**src/rtl/sdram_loader_if.sv**
```systemverilog
// sdram_bus req/ack toggle channel: a transaction is open while req != ack.
// Initiator holds we/address/data_write until ack matches req; data_read valid thereafter.
interface sdram_bus #(
    parameter int ADDR_BITS = 24
);
    logic                 req;
    logic                 ack;
    logic                 we;
    logic [ADDR_BITS-1:0] address;
    logic [15:0]          data_write;
    logic [15:0]          data_read;

    modport master (
        output req, we, address, data_write,
        input  ack, data_read
    );

    modport slave (
        input  req, we, address, data_write,
        output ack, data_read
    );
endinterface

```
**src/rtl/sdram_loader.sv**
```systemverilog
// Packs a byte stream little-endian into 16-bit words written at sequential SDRAM addresses; one bus op in flight,
// s_ready only in COLLECT so the stream stalls during bus ops. SDRAM_LOADER_VERIFY_EN adds read-back verify per word.
module sdram_loader #(
    parameter int ADDR_BITS = 24
) (
    input  logic                 clk,
    input  logic                 rst,
    input  logic                 cmd_start,
    input  logic [ADDR_BITS-1:0] cmd_addr,
    input  logic [ADDR_BITS:0]   cmd_len,
    input  logic [7:0]           s_data,
    input  logic                 s_valid,
    output logic                 s_ready,
    output logic                 busy,
    output logic                 done,
    output logic                 error,
    sdram_bus.master             bus
);

    typedef enum logic [2:0] {
        S_IDLE,
        S_FINISH,
        S_COLLECT,
        S_WRITE,
        S_WAIT_W
`ifdef SDRAM_LOADER_VERIFY_EN
        ,
        S_VERIFY,
        S_WAIT_R
`endif
    } state_t;

    localparam logic [ADDR_BITS:0]   LEN_ZERO = '0;
    localparam logic [ADDR_BITS:0]   LEN_ONE  = (ADDR_BITS+1)'(1);
    localparam logic [ADDR_BITS:0]   LEN_TWO  = (ADDR_BITS+1)'(2);
    localparam logic [ADDR_BITS-1:0] ADDR_ONE = ADDR_BITS'(1);

    state_t               state_q, state_d;
    logic [ADDR_BITS-1:0] cur_addr_q, cur_addr_d;
    logic [ADDR_BITS:0]   remaining_q, remaining_d;
    logic [15:0]          word_q, word_d;
    logic                 have_lo_q, have_lo_d;
    logic                 req_q, req_d;
    logic                 we_q, we_d;
    logic [ADDR_BITS-1:0] addr_out_q, addr_out_d;
    logic [15:0]          wdata_q, wdata_d;
    logic                 step_done;
    logic [ADDR_BITS:0]   word_bytes;
`ifdef SDRAM_LOADER_VERIFY_EN
    logic                 error_q, error_d;
`endif

    // A word holds one byte only when it carries the last byte of an odd-length load.
    assign word_bytes = (remaining_q == LEN_ONE) ? LEN_ONE : LEN_TWO;

    always_ff @(posedge clk) begin
        if (rst) begin
            state_q     <= S_IDLE;
            cur_addr_q  <= '0;
            remaining_q <= '0;
            word_q      <= '0;
            have_lo_q   <= 1'b0;
            req_q       <= 1'b0;
            we_q        <= 1'b0;
            addr_out_q  <= '0;
            wdata_q     <= '0;
`ifdef SDRAM_LOADER_VERIFY_EN
            error_q     <= 1'b0;
`endif
        end else begin
            state_q     <= state_d;
            cur_addr_q  <= cur_addr_d;
            remaining_q <= remaining_d;
            word_q      <= word_d;
            have_lo_q   <= have_lo_d;
            req_q       <= req_d;
            we_q        <= we_d;
            addr_out_q  <= addr_out_d;
            wdata_q     <= wdata_d;
`ifdef SDRAM_LOADER_VERIFY_EN
            error_q     <= error_d;
`endif
        end
    end

    always_comb begin
        state_d     = state_q;
        cur_addr_d  = cur_addr_q;
        remaining_d = remaining_q;
        word_d      = word_q;
        have_lo_d   = have_lo_q;
        req_d       = req_q;
        we_d        = we_q;
        addr_out_d  = addr_out_q;
        wdata_d     = wdata_q;
        step_done   = 1'b0;
`ifdef SDRAM_LOADER_VERIFY_EN
        error_d     = error_q;
`endif
        case (state_q)
            S_IDLE: begin
                if (cmd_start) begin
                    cur_addr_d  = cmd_addr;
                    remaining_d = cmd_len;
                    have_lo_d   = 1'b0;
`ifdef SDRAM_LOADER_VERIFY_EN
                    error_d     = 1'b0;
`endif
                    state_d     = (cmd_len == LEN_ZERO) ? S_FINISH : S_COLLECT;
                end
            end
            S_COLLECT: begin
                if (s_valid) begin
                    if (!have_lo_q) begin
                        word_d = {8'h00, s_data};
                        if (remaining_q == LEN_ONE) begin
                            state_d = S_WRITE;
                        end else begin
                            have_lo_d = 1'b1;
                        end
                    end else begin
                        word_d[15:8] = s_data;
                        have_lo_d    = 1'b0;
                        state_d      = S_WRITE;
                    end
                end
            end
            S_WRITE: begin
                req_d      = ~req_q;
                we_d       = 1'b1;
                addr_out_d = cur_addr_q;
                wdata_d    = word_q;
                state_d    = S_WAIT_W;
            end
            S_WAIT_W: begin
                if (bus.ack == req_q) begin
`ifdef SDRAM_LOADER_VERIFY_EN
                    state_d = S_VERIFY;
`else
                    step_done = 1'b1;
`endif
                end
            end
`ifdef SDRAM_LOADER_VERIFY_EN
            S_VERIFY: begin
                req_d      = ~req_q;
                we_d       = 1'b0;
                addr_out_d = cur_addr_q;
                state_d    = S_WAIT_R;
            end
            S_WAIT_R: begin
                if (bus.ack == req_q) begin
                    if (bus.data_read != word_q) begin
                        error_d = 1'b1;
                    end
                    step_done = 1'b1;
                end
            end
`endif
            S_FINISH: begin
                state_d = S_IDLE;
            end
            default: begin
                state_d = S_IDLE;
            end
        endcase

        if (step_done) begin
            cur_addr_d  = cur_addr_q + ADDR_ONE;
            remaining_d = remaining_q - word_bytes;
            state_d     = (remaining_q == word_bytes) ? S_FINISH : S_COLLECT;
        end
    end

    always_comb begin
        s_ready = (state_q == S_COLLECT);
        busy    = (state_q != S_IDLE);
        done    = (state_q == S_FINISH);
`ifdef SDRAM_LOADER_VERIFY_EN
        error   = error_q;
`else
        error   = 1'b0;
`endif
    end

    assign bus.req        = req_q;
    assign bus.we         = we_q;
    assign bus.address    = addr_out_q;
    assign bus.data_write = wdata_q;

endmodule
```
**src/flat_wrapper.sv**
```systemverilog
// flat-port wrapper written by rule: the top's interface ports become plain ports
module sdram_loader_flat 
#(
    parameter int ADDR_BITS = 24
)
  (clk, rst, cmd_start, cmd_addr, cmd_len, s_data, s_valid, s_ready, busy, done, error, bus_req, bus_we, bus_address, bus_data_write, bus_ack, bus_data_read);
  sdram_bus #(.ADDR_BITS(ADDR_BITS)) bus_i ();
  input  logic clk;
  input  logic rst;
  input  logic cmd_start;
  input  logic [ADDR_BITS-1:0] cmd_addr;
  input  logic [ADDR_BITS:0] cmd_len;
  input  logic [7:0] s_data;
  input  logic s_valid;
  output logic s_ready;
  output logic busy;
  output logic done;
  output logic error;
  output wire logic [$bits(bus_i.req)-1:0] bus_req;
  output wire logic [$bits(bus_i.we)-1:0] bus_we;
  output wire logic [$bits(bus_i.address)-1:0] bus_address;
  output wire logic [$bits(bus_i.data_write)-1:0] bus_data_write;
  input wire logic [$bits(bus_i.ack)-1:0] bus_ack;
  input wire logic [$bits(bus_i.data_read)-1:0] bus_data_read;
  assign bus_req = bus_i.req;
  assign bus_we = bus_i.we;
  assign bus_address = bus_i.address;
  assign bus_data_write = bus_i.data_write;
  assign bus_i.ack = bus_ack;
  assign bus_i.data_read = bus_data_read;
  sdram_loader #(.ADDR_BITS(ADDR_BITS)) u_core (.clk(clk), .rst(rst), .cmd_start(cmd_start), .cmd_addr(cmd_addr), .cmd_len(cmd_len), .s_data(s_data), .s_valid(s_valid), .s_ready(s_ready), .busy(busy), .done(done), .error(error), .bus(bus_i));
endmodule
```
**config.mk**
```make
export PLATFORM = sky130hd
export DESIGN_NAME = sdram_loader_flat
export DESIGN_NICKNAME = d
export VERILOG_FILES = /design/src/rtl/sdram_loader_if.sv /design/src/rtl/sdram_loader.sv /design/src/flat_wrapper.sv
export SDC_FILE = /design/constraint.sdc
export NUM_CORES = 1
export LEC_CHECK = 0
export CORE_UTILIZATION = 30
export CTS_CLUSTER_DIAMETER = 100
export CTS_CLUSTER_SIZE = 24
export DETAILED_ROUTE_END_ITERATION = 10
export HOLD_SLACK_MARGIN = 0.03
export PLACE_DENSITY = 0.57
export SLEW_MARGIN = 40
export SYNTH_ARGS = -nofsm -noshare
export SYNTH_HDL_FRONTEND = slang
export SYNTH_SLANG_ARGS = --single-unit
export TNS_END_PERCENT = 50
```
**constraint.sdc**
```tcl
create_clock -name clk -period 4.81 [get_ports clk]
set_input_delay 0.962 -clock clk [delete_from_list [all_inputs] [get_ports clk]]
set_output_delay 0.962 -clock clk [all_outputs]
set_load 0.05 [all_outputs]
```
==> results.md, run 1 <==
- The run finished with clean final reports.
- The depth of the worst register-to-register path is 10.
- The layout has ~1700 filler cells.
- The number of vias in the routed layout is 5098.
- The max-slew violation count is 0.
- Counting every instance in the synthesized netlist gives around 650.
- The min-delay analysis places its worst path in the category reg -> reg.
- The H-tree depth reported by CTS is 3.
- The number of top-level design ports is between 100 and 150.
- From synthesis to final layout, the design area changed by 29.9%.
- The cell leakage power is 2.11 nW.
- In the global route stage, met1 resource usage came out at 0.227.
- The worst voltage drop across the vdd grid is 0.186 mV.
- The path type of the worst setup path is reg -> reg.
- In the finished design, the share of the clock period the worst path needs comes to 0.930.
- The final layout contains routed wiring with a total length of approximately 15 mm.
- The number of hold violations in the final report was 0.
- 0 antenna diodes ended up in the layout.
- The worst register-to-register path ends at u_core.remaining_q[16].
- The residual antenna-violating net count after detailed routing is 0.
- Registers take about 2200 um^2.
- Headroom to the max-slew limit came out at 0.423.
- The post-route minimum period is between 4000 and 5000 ps.
- The number of warning messages in the yosys log is 0.
- The clock reaches the later pin of the worst-skew pair after 360 ps.
- The number of buffers inserted for hold repair after clock tree synthesis is 0.
- The global routing usage summed across all routing layers is 0.177.
- In the post-synthesis netlist, the biggest area contributors are sky130_fd_sc_hd__dfxtp_1 (44%), sky130_fd_sc_hd__nand2_1 (11%), sky130_fd_sc_hd__a21oi_1 (8.4%), sky130_fd_sc_hd__clkbuf_1 (3.0%), sky130_fd_sc_hd__nor2_1 (2.7%).
- Setup repair after global routing left no endpoint under its margin.
- In the final layout, the multi-input gates occupy 2620 um^2.
- The share of flip-flops with an asynchronous set or reset is 0.
- The netlist area before placement is 5060 um^2.
- The placeable core area is between 15000 and 20000 um^2.
- In this run the post-CTS setup repair buffer count came out at 0.
- The register area share after synthesis is 0.439.
- The starting density of the core is 0.306.
- The largest total area in the synthesized netlist belongs to sky130_fd_sc_hd__dfxtp_1.
- For this run, global-route usage on met2 was measured as 0.292.
- After the last flow step, the layout net total stands at 813.
- The worst hold path cell count is 2.
- The worst register-to-register path begins at u_core.remaining_q[9].
- The kind of launch point of the worst setup path is a register.
- The worst clock skew on the final layout is slightly above 9 ps.
- The number of clock buffers added by TritonCTS is 9.
- The sum of negative setup slack is 0 ps.
- The count of buffers inserted at the top-level ports is 106.
- At the end of routability-driven placement, the weighted congestion stood at 0.847.
- Counting along the longest clock path gives a buffer depth of 2.
- The die outline height is between 100 and 150 um.
- The number of global-route vias before repair was between 4000 and 5000.
- The post-cts gate resize count is 0.
- For this run, global-route usage on met3 was measured as 0.0358.
- Yosys mapped the design onto 54 distinct sky130hd cell types.
- The die footprint is 17400 um^2.
- The most utilized layer in the global route result is met2.
- Detailed placement finished with a half-perimeter wire length of 10.5 mm.
- The overall power after layout is 2.55 mW.
- The remaining routing DRC violations is 0.
- Data arrives at the worst endpoint at 4750 ps.
- The required time of the critical path is 5090 ps.
- TritonCTS built the clock tree.
- The placement row count is 47.
- The number of nets in the synthesized netlist is 735.
- The maximum clock frequency is 223 MHz.
- The final cell utilization of the core is 0.398.
- For hold timing, the worst endpoint is u_core.bus.address[11].
- After synthesis the netlist holds a flip-flop and latch count of 111.
- Of the post-synthesis cell area, the dominant cell type holds 0.439.
- The number of DRC violations after detailed-routing iteration 0 is 464.
- The number of max-cap violations is 0.
- In this run the most critical hold path is launched from u_core.bus.address[11].
- The clock transition at the registers of the reported paths is 70 ps.
- Measured along the x axis, the die boundary spans 132 um.
- The element type at the critical path end is a register.
- The cell area after placement is 6260 um^2.
- The master cell of the clock root buffer is sky130_fd_sc_hd__clkbuf_16.
- The number of flops mapped to enable cells by yosys is 0.
- The setup check on the worst reg-to-reg path leaves a slack of 330 ps.
- The sink count of the clock tree is 111.
- For this run the aggregate overflow at the end of global routing stands at 0.
- The post-detailed-route wirelength per cell is 15.8 um.
- The number of detailed-routing iterations run before antenna repair is 5.
- Of all nets on the critical path, the largest fanout is 13.
- The via density per instance is around 5.3.
- The setup violation total in the final timing report is 0.
- The primary flip-flop cell chosen by synthesis mapping is sky130_fd_sc_hd__dfxtp_1.
- For the pin with the worst max-slew slack, the measured transition is 857 ps.
- The first-pass GRT wire length is 24.8 mm.
- Entering global routing, the biggest net connects 81 pins.
- After routing the design area is around 6600 um^2.
- The share of layout cells above drive strength 1 is 0.0476.
- The number of antenna violations at the first check in global routing is 0.
- The power density normalized to cell area is 389 nW/um^2.
- Each instance of the synthesized netlist takes up on average 7.75 um^2.
[state kept, by name (all words and copies together), names as in the netlist]
register,count
u_core.bus.address,24
u_core.bus.data_write,16
u_core.bus.req,1
u_core.bus.we,1
u_core.cur_addr_q,24
u_core.have_lo_q,1
u_core.remaining_q,25
u_core.state_q,3
u_core.word_q,16
[cell usage after synthesis (3+ instances only)]
master,n
sky130_fd_sc_hd__nand2_1,147
sky130_fd_sc_hd__dfxtp_1,111
sky130_fd_sc_hd__a21oi_1,85
sky130_fd_sc_hd__clkbuf_1,41
sky130_fd_sc_hd__nor2_1,37
sky130_fd_sc_hd__nand3_1,26
sky130_fd_sc_hd__a31oi_1,20
sky130_fd_sc_hd__nor4_1,16
sky130_fd_sc_hd__o211ai_1,15
sky130_fd_sc_hd__nor3_1,14
sky130_fd_sc_hd__o21ai_0,13
sky130_fd_sc_hd__nand4_1,12
sky130_fd_sc_hd__or3_1,12
sky130_fd_sc_hd__or4_1,9
sky130_fd_sc_hd__inv_1,8
sky130_fd_sc_hd__a22oi_1,6
sky130_fd_sc_hd__nor3b_1,6
sky130_fd_sc_hd__o311ai_0,6
sky130_fd_sc_hd__and3_1,5
sky130_fd_sc_hd__a211oi_1,4
sky130_fd_sc_hd__nor2b_1,4
sky130_fd_sc_hd__xor2_1,4
sky130_fd_sc_hd__a221oi_1,3
sky130_fd_sc_hd__a2bb2oi_1,3
sky130_fd_sc_hd__ha_1,3
sky130_fd_sc_hd__o21a_1,3
sky130_fd_sc_hd__or2_2,3
sky130_fd_sc_hd__or4b_2,3
[power breakdown]
part           internal (mW)  leakage (nW)  switching, mW
clock                  0.421         0.139          0.350
combinational          0.252          1.07          0.408
sequential              1.01         0.903          0.113
[critical path, cell delays in order (launching register included)]
cell,delay [ps]
sky130_fd_sc_hd__dfxtp_1,370
sky130_fd_sc_hd__or4_1,680
sky130_fd_sc_hd__or3_1,530
sky130_fd_sc_hd__nor3_1,380
sky130_fd_sc_hd__ha_1,260
sky130_fd_sc_hd__fa_1,220
sky130_fd_sc_hd__nor3b_1,450
sky130_fd_sc_hd__and3_1,350
sky130_fd_sc_hd__nand2_1,300
sky130_fd_sc_hd__or4b_2,690
sky130_fd_sc_hd__a31oi_1,170
[cells in the final DEF (no fill, tap or decap), types with 8 or more instances in the layout]
master / Yosys / layout
sky130_fd_sc_hd__a31oi_1: 20 / 20
sky130_fd_sc_hd__dfxtp_1: 111 / 111
sky130_fd_sc_hd__o211ai_1: 15 / 15
sky130_fd_sc_hd__nand3_1: 26 / 26
sky130_fd_sc_hd__nor2_1: 37 / 36
sky130_fd_sc_hd__or4_1: 9 / 9
sky130_fd_sc_hd__inv_1: 8 / 8
sky130_fd_sc_hd__nand4_1: 12 / 12
sky130_fd_sc_hd__a21oi_1: 85 / 85
sky130_fd_sc_hd__nand2_1: 147 / 147
sky130_fd_sc_hd__nor4_1: 16 / 16
sky130_fd_sc_hd__clkdlybuf4s50_1: 0 / 105
sky130_fd_sc_hd__nor3_1: 14 / 14
sky130_fd_sc_hd__or3_1: 12 / 12
sky130_fd_sc_hd__buf_4: 2 / 8
sky130_fd_sc_hd__o21ai_0: 13 / 13
sky130_fd_sc_hd__clkbuf_16: 0 / 9
[cells by family after synthesis]
logic type,count (synthesis),synth area share
fa+ha+maj,4,0.0114
buf+inv,55,0.0443
flops,111,0.439
other cells,1,0.000741
mux,2,0.00445
xor+xnor,5,0.00866
compound gates,174,0.211
simple gates,301,0.280
[metrics by stage]
step	setup WS (ps)	instances	hold WS, ps
2_1_floorplan	1170	653	432
3_3_place_gp	618	940	440
3_5_place_dp	463	940	444
4_1_cts	430	956	455
5_1_grt	108	956	475
6_report	335	956	455
[cell type report]
cell class,count,area share
Multi-Input combinational cell,487,0.399
Sequential cell,111,0.338
Timing Repair Buffer,114,0.171
Tap cell,220,0.0419
Clock buffer,12,0.0375
Clock inverter,4,0.00819
Inverter,8,0.00457
[how the worst max path moves through the flow]
stage / startpoint / to / slack, ps / cells after the start
2_1_floorplan: u_core.remaining_q[9] / u_core.remaining_q[16] / 1170 / 12
3_3_place_gp: u_core.remaining_q[9] / u_core.remaining_q[16] / 620 / 10
3_5_place_dp: u_core.remaining_q[9] / u_core.remaining_q[16] / 460 / 10
4_1_cts: u_core.remaining_q[9] / u_core.remaining_q[16] / 430 / 10
5_1_grt: u_core.remaining_q[9] / u_core.remaining_q[16] / 110 / 10
6_report: u_core.remaining_q[9] / u_core.remaining_q[16] / 330 / 10
[layer usage]
layer	vias up	wire, um
li1	2503	-
met1	2428	6870
met2	140	7300
met3	27	647
met4	0	336
met5	-	0
(Power assumes the default switching activity.)
==> inputs of run 2 (changes only) <==
--- a/config.mk
+++ b/config.mk
@@ -10,7 +10,7 @@
 export CTS_CLUSTER_SIZE = 24
 export DETAILED_ROUTE_END_ITERATION = 10
 export HOLD_SLACK_MARGIN = 0.03
-export PLACE_DENSITY = 0.57
+export PLACE_DENSITY = 0.49
 export SLEW_MARGIN = 40
 export SYNTH_ARGS = -nofsm -noshare
 export SYNTH_HDL_FRONTEND = slang
==> results.md, run 2 (synthesis gave the netlist of run 1 again) <==
- The number of cells in the design after placement came to 940 (unchanged).
- The clock latency of the later-clocked register in the worst-skew pair is 360 ps (about the same).
- The overall overflow remaining after global route was 0 (unchanged).
- The antenna diode count came to 0 (unchanged).
- The number of nets in the final layout is 813 (unchanged).
- The placeable core area is 16500 um^2 (unchanged).
- Setup repair after global routing left no endpoint under its margin.
- The origin of the critical flop-to-flop path is u_core.remaining_q[9].
- The data arrival time of the critical path is 4660 ps (-90 ps).
- The flow ran to the end, and the final reports show no timing, DRC or antenna violations.
- The cell leakage power came to 2.10 nW (-0.28%).
- From synthesis to final layout, the design area changed by 29.7%.
- The number of buffers inserted for hold repair after clock tree synthesis is 0 (unchanged).
- The number of detailed-routing iterations run before antenna repair came to 5 (unchanged).
- The number of top-level design ports is 124 (unchanged).
- The maximum clock frequency came to 229 MHz (+2.3%).
- The number of vias in the routed layout was 5026 (-1.4%).
- The flip-flop count of the largest register, all copies and words added is 25 (unchanged).
- The first-pass GRT wire length was 24.7 mm (-0.14%).
- The number of DRC violations after detailed-routing iteration 0 is 330 (-29%).
- The kind of launch point of the worst setup path is a register.
- The clock buffer count from CTS is 9 (unchanged).
- The global placement routability congestion is 0.820 (-3.3%).
- The residual antenna-violating net count after detailed routing is 0 (unchanged).
- The worst voltage drop across the vdd grid is 0.207 mV (+11%).
- Clock tree synthesis selected as its root buffer the cell sky130_fd_sc_hd__clkbuf_16.
- The worst relative slew slack was 0.451 (+0.0286).
- The setup violation total in the final timing report is 0 (unchanged).
- The met3 routing resource usage after global routing is 0.0227 (-0.0131).
- The global routing usage on met1 came to 0.240 (+0.0130).
- The non-filler instance count after layout is 956 (unchanged).
- The power density normalized to cell area is 385 nW/um^2 (-1.0%).
- The max-slew violation count is 0 (unchanged).
- The final period utilization is 0.910 (-0.0206).
- The sum of negative setup slack is 0 ps (unchanged).
- The maximum count of clock buffers along a single path is 2 (unchanged).
- The die outline height is 132 um (unchanged).
- The via density per instance is 5.26 (-1.4%).
- The top fanout value on the critical path is 13 (unchanged).
- The most utilized layer in the global route result is met2.
- The global routing usage summed across all routing layers is 0.177 (-0.000384).
- The pin slew with the least headroom to its limit is 823 ps (-33.8 ps).
- The H-tree depth reported by CTS was 3 (unchanged).
- The number of global-route vias before repair is 4751 (-1.1%).
- The count of buffers inserted at the top-level ports is 106 (unchanged).
- The overall power after layout is 2.52 mW (-1.2%).
- The post-detailed-route wirelength per cell is 15.8 um (about the same).
- The met2 layer usage reported by global route is 0.288 (-0.00470).
- The leading cell type in the layout, fill and taps excluded is sky130_fd_sc_hd__nand2_1.
- In the layout the commonest cells are sky130_fd_sc_hd__nand2_1 (147), sky130_fd_sc_hd__dfxtp_1 (111), sky130_fd_sc_hd__clkdlybuf4s50_1 (105).
- The number of hold violations in the final report is 0 (unchanged).
- The remaining routing DRC violations came to 0 (unchanged).
- The worst hold path belongs to the class reg -> reg.
- The placement row count is 47 (unchanged).
- The clock transition at the registers of the reported paths is 70 ps (about the same).
- The register containing the most flip-flops in the final layout is u_core.remaining_q.
- The sink count of the clock tree was 111 (unchanged).
- The post-CTS repair timing setup buffer count came to 0 (unchanged).
- TritonCTS built the clock tree.
- The maximum number of pins on one net before global-route repair was 75 (-7.4%).
- The share of layout cells above drive strength 1 is 0.0503 (+0.00272).
- The number of antenna violations at the first check in global routing is 0 (unchanged).
- The post-cts gate resize count is 0 (unchanged).
- The critical path in this run is classified as reg -> reg.
- The critical path starts at u_core.remaining_q[9].
- The die footprint is 17400 um^2 (unchanged).
- The number of max-cap violations was 0 (unchanged).
- The final wirelength came to 15.1 mm (about the same).
- The starting density of the core is 0.306 (unchanged).
- The worst setup path is captured at a register.
- The post-route minimum period is 4380 ps (-99.2 ps).
- The worst clock skew on the final layout came to 8.19 ps (-1.13 ps).
- The required time of the critical path is 5090 ps (about the same).
- The final HPWL from detailed placement came to 10.7 mm (+1.7%).
- The startpoint of the worst hold path is u_core.bus.address[17].
- The floorplan die width is 132 um (unchanged).
run 2: final cells by class:
type / count / area [um^2]
fillers: 1734 / 9970
multi-input cells: 487 / 2620
well taps: 220 / 275
clock inverters: 6 / 53.8
clock buffers: 10 / 239
repair buffers: 114 / 1120
inverters: 8 / 30.0
flip-flops and latches: 111 / 2220
run 2: path summary, 6_finish.rpt:
| path | depth (start not counted) | endpoint | slack (ps) |
|---|---|---|---|
| max | 10 | u_core.remaining_q[16] | 430 |
| min | 2 | u_core.bus.address[17] | 460 |
| max reg2reg | 10 | u_core.remaining_q[16] | 430 |
| min reg2reg | 2 | u_core.bus.address[17] | 460 |
run 2: stage by stage:
stage	instance area, um^2	utilization	hold WS [ps]	setup WS [ps]
floorplan	5060	-	432	1170
global placement	6260	0.379	443	587
detailed placement	6270	0.379	448	458
CTS	6560	0.397	459	432
global route	6560	0.397	475	158
finish	6560	0.397	456	434
run 2: power by group:
part / leakage (nW) / switching [mW] / internal (mW)
clock: 0.135 / 0.372 / 0.375
combinational: 1.06 / 0.404 / 0.251
sequential: 0.903 / 0.113 / 1.01
run 2: metal layers:
metal | vias up | wire length [um]
li1 | 2517 | -
met1 | 2373 | 7320
met2 | 121 | 7030
met3 | 15 | 575
met4 | 0 | 216
met5 | - | 0
run 2: worst max-delay path: stages (launching register included):
cell                      delay [ps]
sky130_fd_sc_hd__dfxtp_1         360
sky130_fd_sc_hd__or4_1           670
sky130_fd_sc_hd__or3_1           530
sky130_fd_sc_hd__nor3_1          410
sky130_fd_sc_hd__ha_1            270
sky130_fd_sc_hd__fa_1            230
sky130_fd_sc_hd__nor3b_1         400
sky130_fd_sc_hd__and3_1          330
sky130_fd_sc_hd__nand2_1         280
sky130_fd_sc_hd__or4b_2          670
sky130_fd_sc_hd__a31oi_1         160
==> inputs of run 3 (changes only) <==
--- a/config.mk
+++ b/config.mk
@@ -5,13 +5,14 @@
 export SDC_FILE = /design/constraint.sdc
 export NUM_CORES = 1
 export LEC_CHECK = 0
+export CORE_ASPECT_RATIO = 0.8
 export CORE_UTILIZATION = 30
 export CTS_CLUSTER_DIAMETER = 100
 export CTS_CLUSTER_SIZE = 24
 export DETAILED_ROUTE_END_ITERATION = 10
 export HOLD_SLACK_MARGIN = 0.03
 export PLACE_DENSITY = 0.49
-export SLEW_MARGIN = 40
+export SLEW_MARGIN = 20
 export SYNTH_ARGS = -nofsm -noshare
 export SYNTH_HDL_FRONTEND = slang
 export SYNTH_SLANG_ARGS = --single-unit
==> results.md, run 3 (synthesis gave the netlist of run 1 again) <==
- The flow ran to the end, and the final reports show no timing, DRC or antenna violations.
- The share of power burned in registers is 0.432 (-0.013).
- The end of the worst hold path is u_core.bus.data_write[14].
- TritonCTS built the clock tree.
- The element type at the critical path end is a register.
- The clock latency of the later-clocked register in the worst-skew pair is 360 ps (about the same).
- The number of buffers inserted for hold repair after clock tree synthesis came to 0 (unchanged).
- Setup repair after global routing left no endpoint under its margin.
- The pin slew with the least headroom to its limit came to 930 ps (+107 ps).
- The overall overflow remaining after global route is 0 (unchanged).
- The floorplan die width came to 147 um (+12%).
- The maximum count of clock buffers along a single path was 2 (unchanged).
- The number of max-cap violations is 0 (unchanged).
- The library cell used most frequently in the layout, excluding fill and tap cells, is sky130_fd_sc_hd__nand2_1.
- The post-route minimum period came to 4320 ps (-54.7 ps).
- The post-detailed-route wirelength per cell is 15.8 um (-0.53%).
- The clock buffer count from CTS is 9 (unchanged).
- Compared with the post-synthesis result, the final layout area differs by 30.3%.
- The die outline height was 118 um (-10%).
- The flip-flop count of the largest register, all copies and words added was 25 (unchanged).
- The number of antenna violations at the first check in global routing came to 0 (unchanged).
- The maximum number of pins on one net before global-route repair is 87 (+16%).
- The global routing usage summed across all routing layers came to 0.176 (-0.000839).
- The sum of negative setup slack is 0 ps (unchanged).
- STA classifies the critical path startpoint as a register.
- The stage delay of the slowest cell on the critical path is 690 ps (+20 ps).
- The antenna diode count is 0 (unchanged).
- The data arrival time of the critical path is 4600 ps (-60 ps).
- In the layout the commonest cells are sky130_fd_sc_hd__nand2_1 (147), sky130_fd_sc_hd__dfxtp_1 (111), sky130_fd_sc_hd__clkdlybuf4s50_1 (105).
- The overall power after layout is 2.60 mW (+3.0%).
- The cell leakage power is 2.13 nW (+1.3%).
- The number of top-level design ports is 124 (unchanged).
- The endpoint identified for the worst register-to-register timing path is u_core.remaining_q[16].
- The clock transition at the registers of the reported paths is 80 ps (about the same).
- The worst setup slack after layout is 488 ps (+54.7 ps).
- The layout filler cell count is 1704 (-1.7%).
- The required time of the critical path is 5090 ps (about the same).
- The H-tree depth reported by CTS came to 3 (unchanged).
- The worst relative slew slack is 0.374 (-0.0776).
- The placement row count is 42 (-11%).
- The worst slack at placement is 542 ps (+84.1 ps).
- The share of total power consumed by net switching is 0.333 (-0.0189).
- The signal on the critical path passes through or4_1 > or3_1 > nor3_1 > ha_1 > fa_1 > nor3b_1 > and3_1 > nand2_1 > or4b_2 > a31oi_1.
- The global placement routability congestion is 0.861 (+5.1%).
- The worst clock skew on the final layout is 11.2 ps (+3.04 ps).
- The path type of the worst setup path is reg -> reg.
- The share of total power in the clock network was 0.319 (+0.023).
- The type of the tightest min-delay check is reg -> reg.
- The placeable core area is 16500 um^2 (-0.14%).
- The number of cells in the design after placement is 940 (unchanged).
- The number of global-route vias before repair was 4586 (-3.5%).
- The internal portion of total power is 1.73 mW (+6.0%).
- The maximum clock frequency is 231 MHz (+1.3%).
- Among all stages on the critical path, the largest delay is contributed by sky130_fd_sc_hd__or4b_2.
- The max-slew violation count is 0 (unchanged).
- The top fanout value on the critical path is 13 (unchanged).
- The number of nets in the final layout is 813 (unchanged).
- The count of buffers inserted at the top-level ports was 106 (unchanged).
- The non-filler instance count after layout is 956 (unchanged).
- The number of vias in the routed layout is 4980 (-0.92%).
- CTS placed an instance of sky130_fd_sc_hd__clkbuf_16 at the clock tree root.
- The final period utilization was 0.898 (-0.0114).
- The worst setup path startpoint is u_core.remaining_q[9].
- The worst voltage drop across the vdd grid is 0.259 mV (+25%).
- The setup violation total in the final timing report is 0 (unchanged).
- The post-CTS repair timing setup buffer count is 0 (unchanged).
- The startpoint identified for the worst register-to-register timing path is u_core.remaining_q[9].
- The first-pass GRT wire length is 24.2 mm (-2.0%).
- The worst hold path cell count is 2 (unchanged).
- The depth of the worst register-to-register path is 10 (unchanged).
- The remaining routing DRC violations is 0 (unchanged).
- The residual antenna-violating net count after detailed routing was 0 (unchanged).
- The power density normalized to cell area is 394 nW/um^2 (+2.4%).
- The number of DRC violations after detailed-routing iteration 0 is 329 (-0.30%).
- The sink count of the clock tree came to 111 (unchanged).
- The final HPWL from detailed placement came to 10.6 mm (-1.1%).
- The die footprint is 17400 um^2 (about the same).
- The number of detailed-routing iterations run before antenna repair is 5 (unchanged).
- The reg-to-reg setup timing slack is 490 ps (+50 ps).
- u_core.remaining_q holds more flip-flops than any other register.
- The part of the power in combinational logic is 0.250 (-0.010).
- The share of layout cells above drive strength 1 is 0.0476 (-0.00272).
- The final cell utilization of the core is 0.400 (+0.00262).
- The worst hold path begins at u_core.word_q[14].
- The number of hold violations in the final report was 0 (unchanged).
- The post-cts gate resize count is 0 (unchanged).
- The via density per instance came to 5.21 (-0.92%).
- The starting density of the core came to 0.307 (+0.000441).
- The switching power total came to 866 uW (-2.6%).
- The final wirelength is 15.1 mm (-0.53%).
## run 3: cell count changes in the layout (fill, tap and decap cells not counted), moves of 2 or more
cell / delta
sky130_fd_sc_hd__inv_6: +2
sky130_fd_sc_hd__clkinvlp_4: -3
sky130_fd_sc_hd__bufinv_16: +2
sky130_fd_sc_hd__inv_8: -2
## run 3: metrics by stage
stage | hold slack, ps | area [um^2]
global placement | 443 | 6260
CTS | 456 | 6590
detailed placement | 446 | 6260
floorplan | 432 | 5060
global route | 467 | 6590
finish | 453 | 6590
## run 3: final cells by class
| class | count | area, um^2 | area share |
|---|---|---|---|
| clock inverter | 5 | 86.3 | 0.0131 |
| clock buffer | 11 | 243 | 0.0368 |
| timing repair buffer | 114 | 1120 | 0.170 |
| inverter | 8 | 30.0 | 0.00455 |
| multi-input combinational | 487 | 2620 | 0.397 |
| sequential | 111 | 2220 | 0.337 |
| tap | 220 | 275 | 0.0418 |
## run 3: power groups by stage
stage / combinational (mW) / sequential (mW) / clock, mW
CTS: 0.650 / 1.12 / 0.858
global placement: 0.638 / 1.14 / 0
finish: 0.649 / 1.12 / 0.828
global route: 0.715 / 1.14 / 0.890
floorplan: 0.463 / 1.10 / 0
detailed placement: 0.648 / 1.14 / 0
## run 3: critical path: cells and delay by family, from the launching register on
family                   cells  cell delay [ps]
AND/OR/NAND/NOR              7             3260
adder cells (fa/ha/maj)      2              450
AO/OA/AOI/OAI                1              160
flip-flops                   1              360
## run 3: worst max-delay path by stage
stage,endpoint,slack (ps),cells after the start
4_1_cts,u_core.remaining_q[16],510,10
3_3_place_gp,u_core.remaining_q[16],660,10
2_1_floorplan,u_core.remaining_q[16],1170,12
5_1_grt,u_core.remaining_q[16],230,10
6_report,u_core.remaining_q[16],490,10
3_5_place_dp,u_core.remaining_q[16],540,10
## run 3: layer usage
| layer | up-vias | GRT usage | share of wire |
|---|---|---|---|
| li1 | 2506 | - | - |
| met1 | 2331 | 0.235 | 0.48 |
| met2 | 124 | 0.282 | 0.46 |
| met3 | 19 | 0.0452 | 0.051 |
| met4 | 0 | 0.0438 | 0.011 |
| met5 | - | 0 | 0 |
